## config.mk

```make
export PLATFORM = sky130hd
export DESIGN_NAME = fir_out_stage
export DESIGN_NICKNAME = d
export VERILOG_FILES = /design/src/rtl/fir_pkg.sv /design/src/rtl/fir_out_fifo.sv /design/src/rtl/fir_out_stage.sv
export SDC_FILE = /design/constraint.sdc
export NUM_CORES = 1
export LEC_CHECK = 0
export ABC_CLOCK_PERIOD_IN_PS = 2800
export BUFFER_PORTS_ARGS = -buffer_cell sky130_fd_sc_hd__buf_4
export CAP_MARGIN = 25
export CORE_UTILIZATION = 55
export DETAILED_ROUTE_END_ITERATION = 10
export PLACE_DENSITY = 0.84
export RECOVER_POWER = 25
export SYNTH_ARGS = -nofsm -noshare
export SYNTH_HDL_FRONTEND = slang
export SYNTH_SLANG_ARGS = --single-unit
```

## constraint.sdc

```tcl
create_clock -name i_clk -period 2.8 [get_ports i_clk]
set_input_delay 0.56 -clock i_clk [delete_from_list [all_inputs] [get_ports i_clk]]
set_output_delay 0.56 -clock i_clk [all_outputs]
set_load 0.05 [all_outputs]
```

## src/rtl/fir_pkg.sv

```systemverilog
// Shared width defaults and rounding/saturation helpers for the FIR output stage.
package fir_pkg;
    localparam int IW_DEF    = 16;
    localparam int TW_DEF    = 16;
    localparam int AW_DEF    = IW_DEF + TW_DEF + 8;
    localparam int OW_DEF    = 16;
    localparam int SHIFT_DEF = 15;
    localparam int DEPTH_DEF = 4;

    // Round half-up then drop sh fractional bits; 64-bit math keeps the add from wrapping.
    function automatic logic signed [63:0] rnd_shr(input logic signed [63:0] v, input int unsigned sh);
        return (v + (64'sd1 <<< (sh - 1))) >>> sh;
    endfunction

    function automatic logic signed [63:0] sat(input logic signed [63:0] v, input int unsigned ow);
        logic signed [63:0] hi, lo;
        hi = (64'sd1 <<< (ow - 1)) - 64'sd1;
        lo = -(64'sd1 <<< (ow - 1));
        if (v > hi) return hi;
        if (v < lo) return lo;
        return v;
    endfunction
endpackage

```

## src/rtl/fir_out_fifo.sv

```systemverilog
// Show-ahead output FIFO with occupancy count; head data reads as zero when empty.
module fir_out_fifo #(
    parameter int OW    = 16,
    parameter int DEPTH = 4
) (
    input  logic                     i_clk,
    input  logic                     i_rst_n,
    input  logic                     i_push,
    input  logic [OW-1:0]            i_data,
    input  logic                     i_pop,
    output logic [OW-1:0]            o_data,
    output logic                     o_valid,
    output logic [$clog2(DEPTH):0]   o_count,
    output logic                     o_full,
    output logic                     o_empty
);
    localparam int PW = $clog2(DEPTH);
    localparam int CW = PW + 1;

    logic [OW-1:0] mem_q [DEPTH];
    logic [PW-1:0] wr_q, rd_q;
    logic [CW-1:0] cnt_q, cnt_d;
    logic          wr_en, rd_en;

    assign o_empty = (cnt_q == '0);
    assign o_full  = (cnt_q == CW'(DEPTH));
    assign rd_en   = i_pop & ~o_empty;
    // When full, a simultaneous pop frees the head slot, which is exactly where wr_q points.
    assign wr_en   = i_push & (~o_full | rd_en);

    always_comb begin
        cnt_d = cnt_q;
        case ({wr_en, rd_en})
            2'b10:   cnt_d = cnt_q + CW'(1);
            2'b01:   cnt_d = cnt_q - CW'(1);
            default: cnt_d = cnt_q;
        endcase
    end

    always_ff @(posedge i_clk or negedge i_rst_n) begin
        if (!i_rst_n) begin
            wr_q  <= '0;
            rd_q  <= '0;
            cnt_q <= '0;
        end else begin
            if (wr_en) wr_q <= wr_q + PW'(1);
            if (rd_en) rd_q <= rd_q + PW'(1);
            cnt_q <= cnt_d;
        end
    end

    always_ff @(posedge i_clk) begin
        if (wr_en) mem_q[wr_q] <= i_data;
    end

    assign o_valid = ~o_empty;
    assign o_count = cnt_q;
    assign o_data  = o_empty ? '0 : mem_q[rd_q];
endmodule

```

## src/rtl/fir_out_stage.sv

```systemverilog
// FIR output stage: round, saturate, and buffer tap-chain results for a ready/valid consumer.
module fir_out_stage
    import fir_pkg::*;
#(
    parameter int IW    = IW_DEF,
    parameter int TW    = TW_DEF,
    parameter int AW    = IW + TW + 8,
    parameter int OW    = OW_DEF,
    parameter int SHIFT = SHIFT_DEF,
    parameter int DEPTH = DEPTH_DEF
) (
    input  logic                     i_clk,
    input  logic                     i_rst_n,
    input  logic signed [AW-1:0]     i_acc,
    input  logic                     i_valid,
    output logic signed [OW-1:0]     o_data,
    output logic                     o_valid,
    input  logic                     i_ready,
    output logic [$clog2(DEPTH):0]   o_count,
    output logic                     o_overflow,
    input  logic                     i_clr_ovf,
    output logic                     o_drop
);
    logic signed [AW:0]  s1_q, s1_d;
    logic                s1_vld_q;
    logic signed [63:0]  s1_rnd, s1_ext, s2_sat;
    logic                s2_clip, pop, fifo_full, fifo_empty;
    logic                ovf_q, ovf_d, drop_q, drop_d;
    logic                unused_hi;

    assign s1_rnd    = rnd_shr(64'(i_acc), SHIFT);
    assign s1_d      = s1_rnd[AW:0];
    assign unused_hi = ^s1_rnd[63:AW+1];

    assign s1_ext  = 64'(s1_q);
    assign s2_sat  = sat(s1_ext, OW);
    assign s2_clip = (s2_sat != s1_ext);

    assign pop    = i_ready & ~fifo_empty;
    assign drop_d = s1_vld_q & fifo_full & ~pop;
    // A clip on a dropped result still counts; a clip wins over a same-edge clear.
    assign ovf_d  = (ovf_q & ~i_clr_ovf) | (s1_vld_q & s2_clip);

    always_ff @(posedge i_clk or negedge i_rst_n) begin
        if (!i_rst_n) begin
            s1_q     <= '0;
            s1_vld_q <= 1'b0;
            ovf_q    <= 1'b0;
            drop_q   <= 1'b0;
        end else begin
            s1_vld_q <= i_valid;
            if (i_valid) s1_q <= s1_d;
            ovf_q    <= ovf_d;
            drop_q   <= drop_d;
        end
    end

    fir_out_fifo #(.OW(OW), .DEPTH(DEPTH)) u_fifo (
        .i_clk   (i_clk),
        .i_rst_n (i_rst_n),
        .i_push  (s1_vld_q),
        .i_data  (s2_sat[OW-1:0]),
        .i_pop   (pop),
        .o_data  (o_data),
        .o_valid (o_valid),
        .o_count (o_count),
        .o_full  (fifo_full),
        .o_empty (fifo_empty)
    );

    assign o_overflow = ovf_q;
    assign o_drop     = drop_q;
endmodule

```

==> reports/metrics.yaml <==
io-pin-count: 67
fill_cells: 626
powerDensity_nw_per_um2: 942
rows: 33
skew_ns: 0.00978
grt_pass1_wl_um: 13200
nNetsFinal: 466
syn_nets: 416
ys.flop_type: "edfxtp_1"
h-tree-depth: 3
grt_pass1_vias: 2756
dp_slack_ns: 0.391
ys_seq_area_frac: 0.608
drive_gt1_frac: 0.213
syn_inst: 363
cp_max_fo: 18
yosys.area_share.simple: 0.141
cts-buffers-inserted: 9
portBuffers: 52
die_h_um: 93.9
routed_wl_um: 8010
avgRoutedWirePerCell_um: 15.3
post_cts_resized: 0
synth_top_family_by_area: "simple AND/OR/NAND/NOR gates"
drtIter0Drc: 117
grtUsageTotal: 0.199
maxCapViolations: 2
multi_input_area_um2: 1630
final_cell_mix: "edfxtp_1, buf_4, dfrtp_1"
regArea_um2: 2820
drv_slew: 92
grt_max_degree: 55
fin_tns_setup_ns: 0
crit_path_start_kind: "flip-flop"
worstHoldPathType: "in -> reg"
cts_setup_buffers: 0
yosys.area_share.adder: 0.0232
firstDrtPassIters: 5
failed_checks: "capacitance limit, slew limit"
routabilityCongestion: 0.808
fp.dieW_um: 93.9
finalSetupViolations: 0
grt.overflow.total: 0
end_kind: "output port"
start_util: 0.568
tightest_slew_ns: 1.93
criticalPathCategory: "reg -> out"
yosysTopAreaCell: "edfxtp_1"
die_area_um2: 8820
cts_tree: "yes"
core_area_um2: 8180
synth.area.mux_share: 0.0797
synth.top_cell.area_share: 0.414
via_per_inst: 5.67
dp_hpwl_um: 5800
p_leak_uw: 0.00196
fin_crit_ns: 2.52
cts_max_path_buffers: 2
synth.avg_cell_area_um2: 12.8
async_flop_share: 0.360
synth_warnings: 0
hold_buffers: 0
clk_pin_slew_ns: 0.09
netlist_area_um2: 4640
synth-compound-area-share: 0.0760
antenna_found_initial: 0
drc_errors: 0
ant_nets: 0
synth_area_leaders: "edfxtp_1, dfrtp_1, mux4_2, and2_1, o21ai_1"
slew_headroom: -0.288
outcome: "finished, violations left"
diodes: 0
final_common_cell: "edfxtp_1"
finalCritPeriodShare: 0.899
cts_root_buf: "clkbuf_8"
finalHoldViolations: 0
irDropWorstVdd_mv: 0.378
insertion_delay_ns: 0.36
yosysUniqueCellTypes: 37
synth_edf_count: 64
synth_xor_area_frac: 0.0302
crit_required_ns: 2.24
vias: 2963
synth_seq_cells: 100
numClockSinks: 100
worst_ep_arrival_time_ns: 1.96
rsz0062_at_grt: "false"
timing.final.ws_setup_ns: 0.282
fmax_mhz: 397
syn2layout_area_growth_pct: 14.0
==> routing by layer <==
metal / vias up / GRT usage / wire, µm
met4: 0 / 0.0846 / 101
met3: 9 / 0.0194 / 260
met2: 67 / 0.339 / 3970
met1: 1434 / 0.262 / 3680
met5: - / 0 / 0
li1: 1453 / - / -
==> cells by family after synthesis <==
kind of cell,count (synthesis)
buffers and inverters,46
muxes,17
adders and majority gates,8
xor gates and xnor gates,16
and+or+nand+nor,116
AOI/OAI and AO/OA,60
DFF,100
==> registers in the layout, summed over array words and instances, names as in the netlist <==
signal and flops:
s1_vld_q 1, u_fifo.wr_q 2, o_drop 1, s1_q 26, u_fifo.rd_q 2, o_overflow 1, u_fifo.o_count 3, u_fifo.mem_q 64
==> power by group <==
| group | internal (µW) | total, µW | switching (µW) |
|---|---|---|---|
| clock network | 337 | 829 | 492 |
| logic | 794 | 2150 | 1360 |
| registers | 1880 | 2010 | 130 |
| total | 3010 | 4990 | 1980 |
==> per-stage QoR <==
step | power, µW | area, µm² | utilization | std cells | hold slack, ns
floorplan | 3600 | 4640 | - | 363 | 0.264
global placement | 4160 | 5130 | 0.627 | 507 | 0.495
detailed placement | 4230 | 5130 | 0.627 | 507 | 0.506
CTS | 5050 | 5310 | 0.650 | 523 | 0.140
global route | 5250 | 5300 | 0.648 | 523 | 0.497
finish | 4990 | 5300 | 0.648 | 523 | 0.488
==> critical path, stage by stage, from the launching register on <==
cell and delay [ns]:
dfrtp_1 0.34, buf_4 0.33, mux4_2 0.57, and2_1 0.17, buf_4 0.18
==> layout make-up <==
class	count	area share
timing repair buffer	61	0.0836
multi-input combinational	217	0.307
inverter	24	0.0170
tap	105	0.0248
sequential	100	0.533
clock inverter	7	0.0111
clock buffer	9	0.0234
==> Yosys cell counts, drive strengths merged, types with 4 or more instances <==
library cell and instances:
a31oi 14, or3 6, edfxtp 64, inv 24
buf 10, and2 23, o31ai 8, or4 12
nor4 4, o21ai 24, xnor2 4, clkbuf 12
xor2 12, a21oi 10, ha 7, nand3 10
and4 4, nand2 13, nand4 10, nor2 24
mux4 16, dfrtp 36
==> final timing paths <==
check | start | endpoint | slack (ns) | depth (start not counted)
min in group asynchronous | i_rst_n | u_fifo.o_count[2] | 0.68 | 1
hold reg to reg | u_fifo.o_count[2] | u_fifo.o_count[2] | 0.53 | 1
setup reg to reg | s1_q[20] | u_fifo.mem_q[3][5] | 0.55 | 4
hold / removal | i_acc[26] | s1_q[11] | 0.49 | 3
max in group asynchronous | i_rst_n | s1_q[23] | 1.04 | 1
setup / recovery | u_fifo.rd_q[0] | o_data[15] | 0.28 | 4
Power figures use the tool's default switching activity.
